<file path="src/rtl/inst_fetch_unit.sv">
// inst_fetch_unit: instruction fetch front end for the decode stage.
// Issues word fetches to instruction memory and buffers the returned words in
// an in-order FIFO. Decode receives one {inst, pc} per cycle over valid/ready.
// A redirect flushes the FIFO and drops stale responses that are still in flight.
// Optional feature: define IFU_FETCH_ERR_EN to add bus-error capture
// (i_imem_err, o_inst_err) and a HALT state that stops fetching until the next redirect.
module inst_fetch_unit #(
    parameter logic [31:0] RESET_PC   = 32'h0000_0000,
    parameter int          FIFO_DEPTH = 4
) (
    input  logic        i_clk,
    input  logic        i_reset,
    input  logic        i_fetch_en,
    input  logic        i_redirect,
    input  logic [31:0] i_redirect_pc,
    output logic        o_imem_req,
    output logic [31:0] o_imem_addr,
    input  logic        i_imem_gnt,
    input  logic        i_imem_rvalid,
    input  logic [31:0] i_imem_rdata,
`ifdef IFU_FETCH_ERR_EN
    input  logic        i_imem_err,
    output logic        o_inst_err,
`endif
    output logic [31:0] o_inst,
    output logic [31:0] o_inst_pc,
    output logic        o_inst_vld,
    input  logic        i_inst_rdy
);

    localparam int PTR_W = $clog2(FIFO_DEPTH);
    localparam int CNT_W = PTR_W + 1;
    localparam logic [31:0]      NOP      = 32'h0000_0013;
    localparam logic [CNT_W-1:0] CNT_ONE  = CNT_W'(1);
    localparam logic [CNT_W-1:0] CNT_FULL = CNT_W'(FIFO_DEPTH);
    localparam logic [PTR_W-1:0] PTR_ONE  = PTR_W'(1);

    typedef enum logic [1:0] {
        IDLE,
        FETCH,
        DRAIN
`ifdef IFU_FETCH_ERR_EN
        , HALT
`endif
    } state_t;

    typedef struct packed {
        logic [31:0] inst;
        logic [31:0] pc;
`ifdef IFU_FETCH_ERR_EN
        logic        err;
`endif
    } entry_t;

    state_t           state;
    logic [31:0]      fetch_pc;
    logic [31:0]      resp_pc;
    logic [31:0]      redir_tgt;
    logic [CNT_W-1:0] outstanding;
    logic [CNT_W-1:0] out_nxt;
    logic [CNT_W-1:0] fifo_cnt;
    logic [CNT_W:0]   credit_used;
    logic [PTR_W-1:0] rd_ptr;
    logic [PTR_W-1:0] wr_ptr;
    entry_t           mem [FIFO_DEPTH];
    entry_t           wr_entry;
    entry_t           head;
    logic             fire;
    logic             push;
    logic             pop;
    logic             resp_err;

    // Masking (rather than slicing) keeps every redirect bit in use; the low two bits drop out.
    assign redir_tgt = i_redirect_pc & 32'hFFFF_FFFC;

`ifdef IFU_FETCH_ERR_EN
    assign resp_err = i_imem_err;
`else
    assign resp_err = 1'b0;
`endif

    // Buffered entries plus requests in flight never exceed the FIFO size,
    // so every response has a slot waiting for it.
    assign credit_used = {1'b0, fifo_cnt} + {1'b0, outstanding};
    assign o_imem_req  = (state == FETCH) && !i_redirect && (credit_used < {1'b0, CNT_FULL});
    assign o_imem_addr = fetch_pc;
    assign fire        = o_imem_req && i_imem_gnt;

    // Responses are kept only in FETCH and outside a redirect cycle. Anything else is stale.
    assign push = i_imem_rvalid && (state == FETCH) && !i_redirect;
    assign pop  = o_inst_vld && i_inst_rdy;

    assign head       = mem[rd_ptr];
    assign o_inst_vld = (fifo_cnt != '0);
    assign o_inst     = o_inst_vld ? head.inst : NOP;
    assign o_inst_pc  = o_inst_vld ? head.pc   : 32'h0;
`ifdef IFU_FETCH_ERR_EN
    assign o_inst_err = o_inst_vld && head.err;
`endif

    // Next outstanding count: a grant adds one; every response (kept or discarded) removes one.
    always_comb begin
        out_nxt = outstanding;
        if (fire)          out_nxt = out_nxt + CNT_ONE;
        if (i_imem_rvalid) out_nxt = out_nxt - CNT_ONE;
    end

    // Build the FIFO entry. A faulted response is replaced by a NOP.
    always_comb begin
        wr_entry      = '0;
        wr_entry.inst = resp_err ? NOP : i_imem_rdata;
        wr_entry.pc   = resp_pc;
`ifdef IFU_FETCH_ERR_EN
        wr_entry.err  = resp_err;
`endif
    end

    // Control FSM, fetch/response PC tracking and the outstanding counter.
    always_ff @(posedge i_clk or negedge i_reset) begin
        if (!i_reset) begin
            state       <= IDLE;
            fetch_pc    <= RESET_PC;
            resp_pc     <= RESET_PC;
            outstanding <= '0;
        end else begin
            outstanding <= out_nxt;
            if (fire) fetch_pc <= fetch_pc + 32'd4;
            if (push) resp_pc  <= resp_pc + 32'd4;
            if (i_redirect) begin
                fetch_pc <= redir_tgt;
                resp_pc  <= redir_tgt;
            end
            case (state)
                IDLE:  if (i_fetch_en) state <= FETCH;
                FETCH: begin
                    if (i_redirect) state <= (out_nxt != '0) ? DRAIN : FETCH;
`ifdef IFU_FETCH_ERR_EN
                    else if (push && resp_err) state <= HALT;
`endif
                end
                DRAIN: if (!i_redirect && out_nxt == '0) state <= FETCH;
`ifdef IFU_FETCH_ERR_EN
                HALT:  if (i_redirect) state <= (out_nxt != '0) ? DRAIN : FETCH;
`endif
                default: state <= IDLE;
            endcase
        end
    end

    // FIFO pointers and occupancy. A redirect empties the buffer at the end of the cycle.
    always_ff @(posedge i_clk or negedge i_reset) begin
        if (!i_reset) begin
            rd_ptr   <= '0;
            wr_ptr   <= '0;
            fifo_cnt <= '0;
        end else if (i_redirect) begin
            rd_ptr   <= '0;
            wr_ptr   <= '0;
            fifo_cnt <= '0;
        end else begin
            if (push) wr_ptr <= wr_ptr + PTR_ONE;
            if (pop)  rd_ptr <= rd_ptr + PTR_ONE;
            case ({push, pop})
                2'b10:   fifo_cnt <= fifo_cnt + CNT_ONE;
                2'b01:   fifo_cnt <= fifo_cnt - CNT_ONE;
                default: ;
            endcase
        end
    end

    // FIFO storage. It needs no reset because o_inst_vld masks unwritten slots.
    always_ff @(posedge i_clk) begin
        if (push) mem[wr_ptr] <= wr_entry;
    end

    // Protocol invariants: no orphan responses, no overflow, and credit stays bounded.
    a_rvalid_has_req: assert property (@(posedge i_clk) disable iff (!i_reset)
        i_imem_rvalid |-> (outstanding != '0));
    a_no_overflow: assert property (@(posedge i_clk) disable iff (!i_reset)
        push |-> (fifo_cnt != CNT_FULL || pop));
    a_out_bound: assert property (@(posedge i_clk) disable iff (!i_reset)
        outstanding <= CNT_FULL);

endmodule

</file>
<file path="config.mk">
export PLATFORM = sky130hd
export DESIGN_NAME = inst_fetch_unit
export DESIGN_NICKNAME = d
export VERILOG_FILES = /design/src/rtl/inst_fetch_unit.sv
export SDC_FILE = /design/constraint.sdc
export NUM_CORES = 1
export LEC_CHECK = 0
export ABC_AREA = 1
export BUFFER_PORTS_ARGS = -buffer_cell sky130_fd_sc_hd__buf_2
export CAP_MARGIN = 5
export CORE_MARGIN = 2
export CORE_UTILIZATION = 65
export CTS_BUF_LIST = sky130_fd_sc_hd__clkbuf_8
export DETAILED_ROUTE_END_ITERATION = 8
export GPL_ROUTABILITY_DRIVEN = 0
export HOLD_SLACK_MARGIN = 0.15
export PLACE_DENSITY = 0.91
export SLEW_MARGIN = 20
export SYNTH_ARGS = -nofsm -noshare
export SYNTH_HDL_FRONTEND = slang
export SYNTH_SLANG_ARGS = --single-unit
</file>
<file path="constraint.sdc">
create_clock -name i_clk -period 14.1 [get_ports i_clk]
set_clock_uncertainty 0.2 [all_clocks]
set_input_delay 1.41 -clock i_clk [delete_from_list [all_inputs] [get_ports i_clk]]
set_output_delay 1.41 -clock i_clk [all_outputs]
set_load 0.01 [all_outputs]
</file>
**After elaboration in Yosys (flattened, before gate mapping)**

Memory sizes are Yosys's and may differ from the RTL's.
Index checks and enable logic that the tools add are counted.

- $add $sub $neg: 9
- Order comparisons: 1
- Equal/unequal tests: 7
- Muxes and demuxes: 21
- Reduce and logical (&&, ||, !) cells: 17

Operators by type and width:

| cell | number |
|---|---|
| 32-bit two-way mux | 6 |
| 32-bit by 3-bit adder with 32-bit output, second input constant | 2 |
| 2-bit two-way mux | 8 |
| 3-bit two-way mux | 3 |
| 3-bit nonzero test | 3 |
| 1-bit logical AND | 7 |
| 3-bit by 1-bit adder with 3-bit output, second input constant | 2 |
| 2-bit != test, second input constant | 3 |
| 2-bit case mux with 3 select lines | 1 |
| 3-bit case mux with 2 select lines | 1 |
| 2-bit nonzero test | 3 |
| 3-bit by 1-bit subtractor with 3-bit output, second input constant | 2 |
| 2-bit by 1-bit adder with 2-bit output, second input constant | 2 |
| 3-bit by 3-bit adder with 4-bit output | 1 |
| 2-bit by 1-bit equality test with 1-bit output, second input constant | 2 |
| 2-bit equality test, second input constant | 2 |
| 4-bit by 3-bit less-than comparator with 1-bit output, second input constant | 1 |
| 3-bit zero test | 1 |
| 3-bit AND reduction | 1 |
| 2-bit zero test | 1 |
| 1-bit two-way mux | 2 |
| 1-bit zero test | 1 |

- Flip-flop bits (word level): 76
- Memory bits (writable): 256
- Input bits: 71
- Output and inout bits: 98
- Logic and storage cells: 63
- Memories kept: 1

Memory list:

| name | words | width | rd ports | clocked after Yosys merged registers in | write ports | line | source |
|---|---|---|---|---|---|---|---|
| mem | 4 | 64 | 1 | 0 | 1 | 65 | `entry_t mem [FIFO_DEPTH];` |

**Logic depth before layout (Yosys ltp)**

Gate-level depths: netlist of the first run.

- Depth in word-level cells: 11
- Gate-level depth with buffers: 16
- Mapped depth without buffers: 16

**Least setup slack after synthesis of the first run**

Ideal clock, no wire load.

- Path type: input port to flip-flop
- Start: input i_imem_rvalid
- End: memory mem[0][10] in the netlist's numbering (enable)
- Library setup time: 0.482 ns
- Arrival time: 4.605 ns
- Required time: 13.418 ns
- Slack: 8.812 ns
- Stages: 5
- Buffers on the path: 1
- Cells stage by stage: nand2_1 nor2_2 inv_1 clkbuf_1 nor2_1

- Cells in the longest elaborated chain, start to end: 4

RTL lines:

| what | line | source |
|---|---|---|
| from (decl) | 19 | `input logic i_imem_rvalid,` |
| 1-bit logical AND (2 in a row) | 90 | `assign push = i_imem_rvalid && (state == FETCH) && !i_redirect;` |
| 1-bit two-way mux | 173 | `if (push) mem[wr_ptr] <= wr_entry;` |
| 1-bit two-way mux (not written as such) | 173 |  |
| to (decl) | 65 |  |

No other way between the ends.

**Worst setup path in the final report of the first run**

- Start: register rd_ptr[0]
- End: output o_inst_pc[15]

- Cells in the longest elaborated chain, start to end: 2

RTL lines:

| what | line | source |
|---|---|---|
| from (decl) | 63 | `logic [PTR_W-1:0] rd_ptr;` |
| from (signal assigned) | 162 | `if (pop) rd_ptr <= rd_ptr + PTR_ONE;` |
| memory read 4 x 64 bit | - |  |
| 32-bit two-way mux | 96 | `assign o_inst_pc = o_inst_vld ? head.pc : 32'h0;` |
| to (decl) | 26 | `output logic [31:0] o_inst_pc,` |

No other way between the ends.

==> results of run 1 <==
[layout make-up]
class                           count  area (um^2)
Clock buffer                       56          771
Clock inverter                     33          199
Fill cell                        1353         5400
Inverter                           85          319
Multi-Input combinational cell    905         4490
Sequential cell                   320         9250
Tap cell                          280          350
Timing Repair Buffer              175          908
[worst register-to-register path, delay by kind of cell (launching register included)]
kind          cells  cell delay, ps
buf+inv           5            1390
simple gates      4            1120
flops             1             380
[per-layer routing]
metal / GRT usage, % / wire length [um]
met1: 37.2 / 12400
met2: 48.3 / 16500
met3: 6.31 / 3850
met4: 10.7 / 985
met5: 0 / 0
[synth_stat cells, drive strengths merged]
| cell | count | area (um^2) |
|---|---|---|
| o21ai | 146 | 731 |
| conb | 1 | 3.75 |
| dfrtp | 72 | 1800 |
| o22ai | 1 | 6.26 |
| fa | 1 | 20.0 |
| buf | 22 | 106 |
| o31ai | 1 | 7.51 |
| and2 | 1 | 6.26 |
| xnor2 | 9 | 78.8 |
| xor2 | 22 | 193 |
| a32o | 2 | 20.0 |
| nand4 | 14 | 87.6 |
| nor3 | 20 | 121 |
| o21bai | 2 | 15.0 |
| clkbuf | 43 | 161 |
| or2 | 1 | 6.26 |
| a22oi | 2 | 15.0 |
| o21a | 1 | 7.51 |
| a31oi | 6 | 37.5 |
| nand3 | 54 | 310 |
| edfxtp | 248 | 7450 |
| inv | 85 | 319 |
| nor4 | 10 | 62.6 |
| o221ai | 5 | 43.8 |
| a21oi | 69 | 345 |
| or3 | 1 | 6.26 |
| and3 | 1 | 7.51 |
| ha | 10 | 125 |
| nand2 | 178 | 701 |
| nor2 | 313 | 1240 |
| o211ai | 25 | 188 |
| o311ai | 6 | 52.6 |
[per-stage QoR]
step | hold slack (ps) | total power, mW | setup WS (ps)
final | 354 | 2.68 | 9380
after CTS | 353 | 2.68 | 9380
after floorplan | 296 | 1.66 | 8810
after detailed placement | 336 | 1.94 | 9520
after global placement | 334 | 1.91 | 9530
after global routing | 381 | 2.82 | 9130
[power by group]
part,switching (mW),internal [mW],leakage [nW]
logic,0.475,0.240,2.71
clock network,0.343,0.401,0.560
registers,0.106,1.12,3.11
total,0.924,1.76,6.38
[state kept, by name, indices dropped and copies added (netlist names)]
register,cells
state,2
rd_ptr,2
o_imem_addr,30
wr_ptr,2
resp_pc,30
outstanding,3
mem,248
fifo_cnt,3
[kinds of logic after synthesis]
family / after synthesis
AO/OA/AOI/OAI: 266
flip-flops: 320
adder cells (fa/ha/maj): 11
other: 1
buffers and inverters: 150
AND/OR/NAND/NOR: 593
XOR/XNOR: 31
[worst max-delay path by stage]
| stage | end | cells past startpoint |
|---|---|---|
| 2_1_floorplan | mem[0][10]$_DFFE_PP_ | 5 |
| 3_3_place_gp | mem[3][41]$_DFFE_PP_ | 6 |
| 3_5_place_dp | mem[3][37]$_DFFE_PP_ | 6 |
| 4_1_cts | o_inst[1] | 7 |
| 5_1_grt | o_inst[1] | 7 |
| 6_report | o_inst_pc[15] | 5 |
==> flow_metrics.env, run 1 <==
export IMPL_final_common_cell="nor2_1"
export IMPL_post_drt_via_cell_ratio=5.92
export IMPL_dr_pass1_iters=6
export IMPL_hold_depth=2
export IMPL_p_per_area_nw_per_um2=165
export IMPL_cts_clk_slew_worst_paths_ps=70
export IMPL_outcome="finished, final reports clean"
export IMPL_post_cts_buffers=0
export IMPL_antenna_left=0
export IMPL_h_tree_depth=2
export IMPL_avgSynthCellArea_um2=10.4
export IMPL_ys_warn_count=0
export IMPL_cpMaxStageDelayCell="buf_4"
export IMPL_cp_buffers_inverters=3
export IMPL_cp_slowest_stage_delay_ps=760
export IMPL_grt_usage_pct=28.7
export IMPL_worstPathCellList="inv_2 -> buf_4 -> o21ai_0 -> a21oi_1 -> buf_2"
export IMPL_hold_path_class="reg -> reg"
export IMPL_fin_area_um2=16300
export IMPL_min_period_over_period_pct=33.5
export IMPL_cp_required_ps=12490
export IMPL_fin_util_pct=75.1
export IMPL_finalMaxSlewViolations=0
export IMPL_hold_viol_final=0
export IMPL_finalSetupViolations=0
export IMPL_nNetsFinal=1617
export IMPL_min_from="o_imem_addr[31]$_DFFE_PN0N_"
export IMPL_synth_compound_area_share_pct=10.3
export IMPL_ios=169
export IMPL_synth_top_family_by_area="simple AND/OR/NAND/NOR gates"
export IMPL_yosysUniqueCellTypes=44
export IMPL_hold_path_end="o_imem_addr[31]$_DFFE_PN0N_"
export IMPL_worst_slew_pin_slew_ps=983
export IMPL_cp_start_kind="flop"
export IMPL_via_count=11000
export IMPL_drive_gt1_share_pct=18.6
export IMPL_cts_buffers=48
export IMPL_startpoint="rd_ptr[0]$_DFFE_PN0P_"
export IMPL_die_w_um=152
export IMPL_coreArea_um2=21700
export IMPL_drt_iter0_markers=1148
export IMPL_gr_total_overflow=0
export IMPL_area_growth_syn_to_layout_pct=14.1
export IMPL_cp_data_arrival_time_ps=3110
export IMPL_crit_path_end_kind="primary output"
export IMPL_syn_area_um2=14300
export IMPL_ctsHoldBuffers=0
export IMPL_post_route_min_period_ps=4720
export IMPL_cts_tree="yes"
export IMPL_synth_seq_cells=320
export IMPL_reg2reg_from="state[1]$_DFFE_PN0P_"
export IMPL_grt_pass1_vias=10700
export IMPL_syn_instance_count=1372
export IMPL_crit_family="buffers and inverters"
export IMPL_grt_pass1_wl_um=53200
export IMPL_placed_area_um2=15300
export IMPL_ys_seq_area_share_pct=64.8
export IMPL_ff2ff_setup_slack_ps=10630
export IMPL_tns_ps=0
export IMPL_vdd_drop_max_v=0.000107
export IMPL_crit_type="reg -> out"
export IMPL_final_cells=1854
export IMPL_rows=54
export IMPL_detailed_place_hpwl_um=20600
export IMPL_clock_root_buffer="clkbuf_8"
export IMPL_path_max_fanout=100
export IMPL_drc=0
export IMPL_ff2ff_path_depth=9
export IMPL_synth_xor_area_share_pct=1.90
export IMPL_chipHeight_um=152
export IMPL_antenna_found_initial=0
export IMPL_layout_common_cells="297 x nor2_1, 248 x edfxtp_1, 167 x nand2_1, 162 x buf_2, 143 x o21ai_0"
export IMPL_rsz0062_at_grt="no"
export IMPL_maxCapViolations=0
export IMPL_grt_max_degree=101
export IMPL_synth_simple_gate_area_share_pct=17.9
export IMPL_p_leak_nw=6.38
export IMPL_wl_um=33800
export IMPL_synth_adder_area_share_pct=1.02
export IMPL_cts_resized=0
export IMPL_dieArea_um2=23200
export IMPL_slew_headroom_pct=34.3
export IMPL_r2r_end="mem[3][46]$_DFFE_PP_"
export IMPL_port_buffers=162
export IMPL_clock_sinks=320
export IMPL_clockBufferDepth=3
export IMPL_place_inst=1765
export IMPL_start_util_pct=65.8
export IMPL_wire_per_inst_um=18.2
export IMPL_max_freq_mhz=212
export IMPL_antenna_cells=0
export IMPL_yosys_mux_area_fraction_pct=0
export IMPL_clk_latency_ps=570
No activity file was read; power rests on OpenSTA's default activity.
==> inputs of run 2 (changes only) <==
CORE_UTILIZATION = 55   (was 65)
PLACE_DENSITY = 0.82   (was 0.91)
clock period = 4.1 ns   (was 14.1 ns; I/O delays follow)
==> flow_metrics.env, run 2 (synthesis gave the netlist of run 1 again) <==
export IMPL_crit_type="reg -> out"
export IMPL_tns_ps=0
export IMPL_nNetsFinal=1695
export IMPL_finalSetupViolations=0
export IMPL_cts_resized=0
export IMPL_clock_root_buffer="clkbuf_8"
export IMPL_chipHeight_um=165
export IMPL_clk_latency_ps=560
export IMPL_antenna_left=0
export IMPL_outcome="finished, final reports clean"
export IMPL_fin_util_pct=67.7
export IMPL_p_per_area_nw_per_um2=548
export IMPL_worst_slew_pin_slew_ps=824
export IMPL_min_period_over_period_pct=82.2
export IMPL_post_drt_via_cell_ratio=5.71
export IMPL_area_growth_syn_to_layout_pct=20.0
export IMPL_finalMaxSlewViolations=0
export IMPL_cp_start_kind="flop"
export IMPL_cp_required_ps=3490
export IMPL_crit_path_end_kind="primary output"
export IMPL_grt_pass1_wl_um=55500
export IMPL_h_tree_depth=2
export IMPL_crit_family="buffers and inverters"
export IMPL_ios=169
export IMPL_die_w_um=165
export IMPL_cts_tree="yes"
export IMPL_cpMaxStageDelayCell="dfrtp_4"
export IMPL_hold_viol_final=0
export IMPL_port_buffers=162
export IMPL_cp_data_arrival_time_ps=2760
export IMPL_post_route_min_period_ps=3370
export IMPL_wire_per_inst_um=18.0
export IMPL_clockBufferDepth=3
export IMPL_rows=58
export IMPL_fin_area_um2=17100
export IMPL_start_util_pct=56.4
export IMPL_path_max_fanout=62
export IMPL_coreArea_um2=25300
export IMPL_p_leak_nw=6.71
export IMPL_dieArea_um2=27300
export IMPL_placed_area_um2=15500
export IMPL_cts_buffers=50
export IMPL_drt_iter0_markers=1158
export IMPL_drc=0
export IMPL_worstPathCellList="inv_2 -> buf_12 -> o21ai_0 -> a21oi_1 -> buf_2"
export IMPL_maxCapViolations=0
export IMPL_gr_total_overflow=0
export IMPL_hold_path_class="in -> reg"
export IMPL_drive_gt1_share_pct=17.9
export IMPL_largest_register_ffs=248
export IMPL_cts_clk_slew_worst_paths_ps=70
export IMPL_detailed_place_hpwl_um=21300
export IMPL_cp_slowest_stage_delay_ps=660
export IMPL_via_count=11300
export IMPL_cp_buffers_inverters=3
export IMPL_max_freq_mhz=297
export IMPL_grt_max_degree=63
export IMPL_clock_sinks=320
export IMPL_antenna_found_initial=1
export IMPL_dr_pass1_iters=5
export IMPL_grt_pass1_vias=11200
export IMPL_vdd_drop_max_v=0.000323
export IMPL_grt_usage_pct=26.2
export IMPL_rsz0062_at_grt="no"
export IMPL_wl_um=35700
export IMPL_layout_common_cells="297 x nor2_1, 248 x edfxtp_1, 167 x nand2_1, 162 x buf_2, 143 x o21ai_0"
export IMPL_final_common_cell="nor2_1"
export IMPL_largest_register="mem"
export IMPL_slew_headroom_pct=45.1
## run 2: cell type report
class	instances	area, um^2
well taps	330	413
multi-input cells	905	4490
fillers	1819	8190
repair buffers	251	1700
diodes	1	2.50
clock inverters	40	275
inverters	85	319
flip-flops and latches	320	9250
clock buffers	50	688
## run 2: per-layer routing
metal  wire length [um]  up-vias  GRT usage (%)  part of all wire, %
met5                  0        -              0                    0
met4               1200        0           10.4                  3.4
met3               3350      102           5.92                  9.4
met2              17200      594           44.1                   48
met1              13900     5387           33.2                   39
li1                   -     5225              -                    -
## run 2: tightest hold or removal path, cell delays in order
cell and delay [ps]:
buf_2 340, nand2_1 150, nand3_1 60
## run 2: final timing paths
check,slack [ps],cells past startpoint,start,to
hold reg to reg,340,2,o_imem_addr[31]$_DFFE_PN0N_,o_imem_addr[31]$_DFFE_PN0N_
hold / removal,260,3,i_redirect,o_imem_addr[28]$_DFFE_PN0N_
max in group asynchronous,2600,3,i_reset,wr_ptr[0]$_DFFE_PN0N_
min in group asynchronous,290,2,i_reset,state[0]$_DFFE_PN0P_
setup reg to reg,1090,16,fifo_cnt[1]$_DFFE_PN0P_,state[0]$_DFFE_PN0P_
setup / recovery,730,5,rd_ptr[0]$_DFFE_PN0P_,o_inst_pc[12]
## run 2: repair_timing
item	CTS	global route
hold buffers	67	0
buffers inserted	0	0
hold endpoints to repair	226	0
## run 2: power by group
group / switching (mW) / internal (mW)
Sequential: 0.354 / 3.84
Combinational: 1.68 / 0.889
Clock: 1.22 / 1.40
## run 2: per-stage QoR
stage	setup WS (ps)	power, mW	instances	hold WS (ps)
global route	556	9.89	1982	280
global placement	1100	6.63	1824	330
finish	730	9.38	1982	261
floorplan	-328	5.72	1375	-85.6
detailed placement	1030	6.73	1824	326
CTS	740	9.37	1981	222
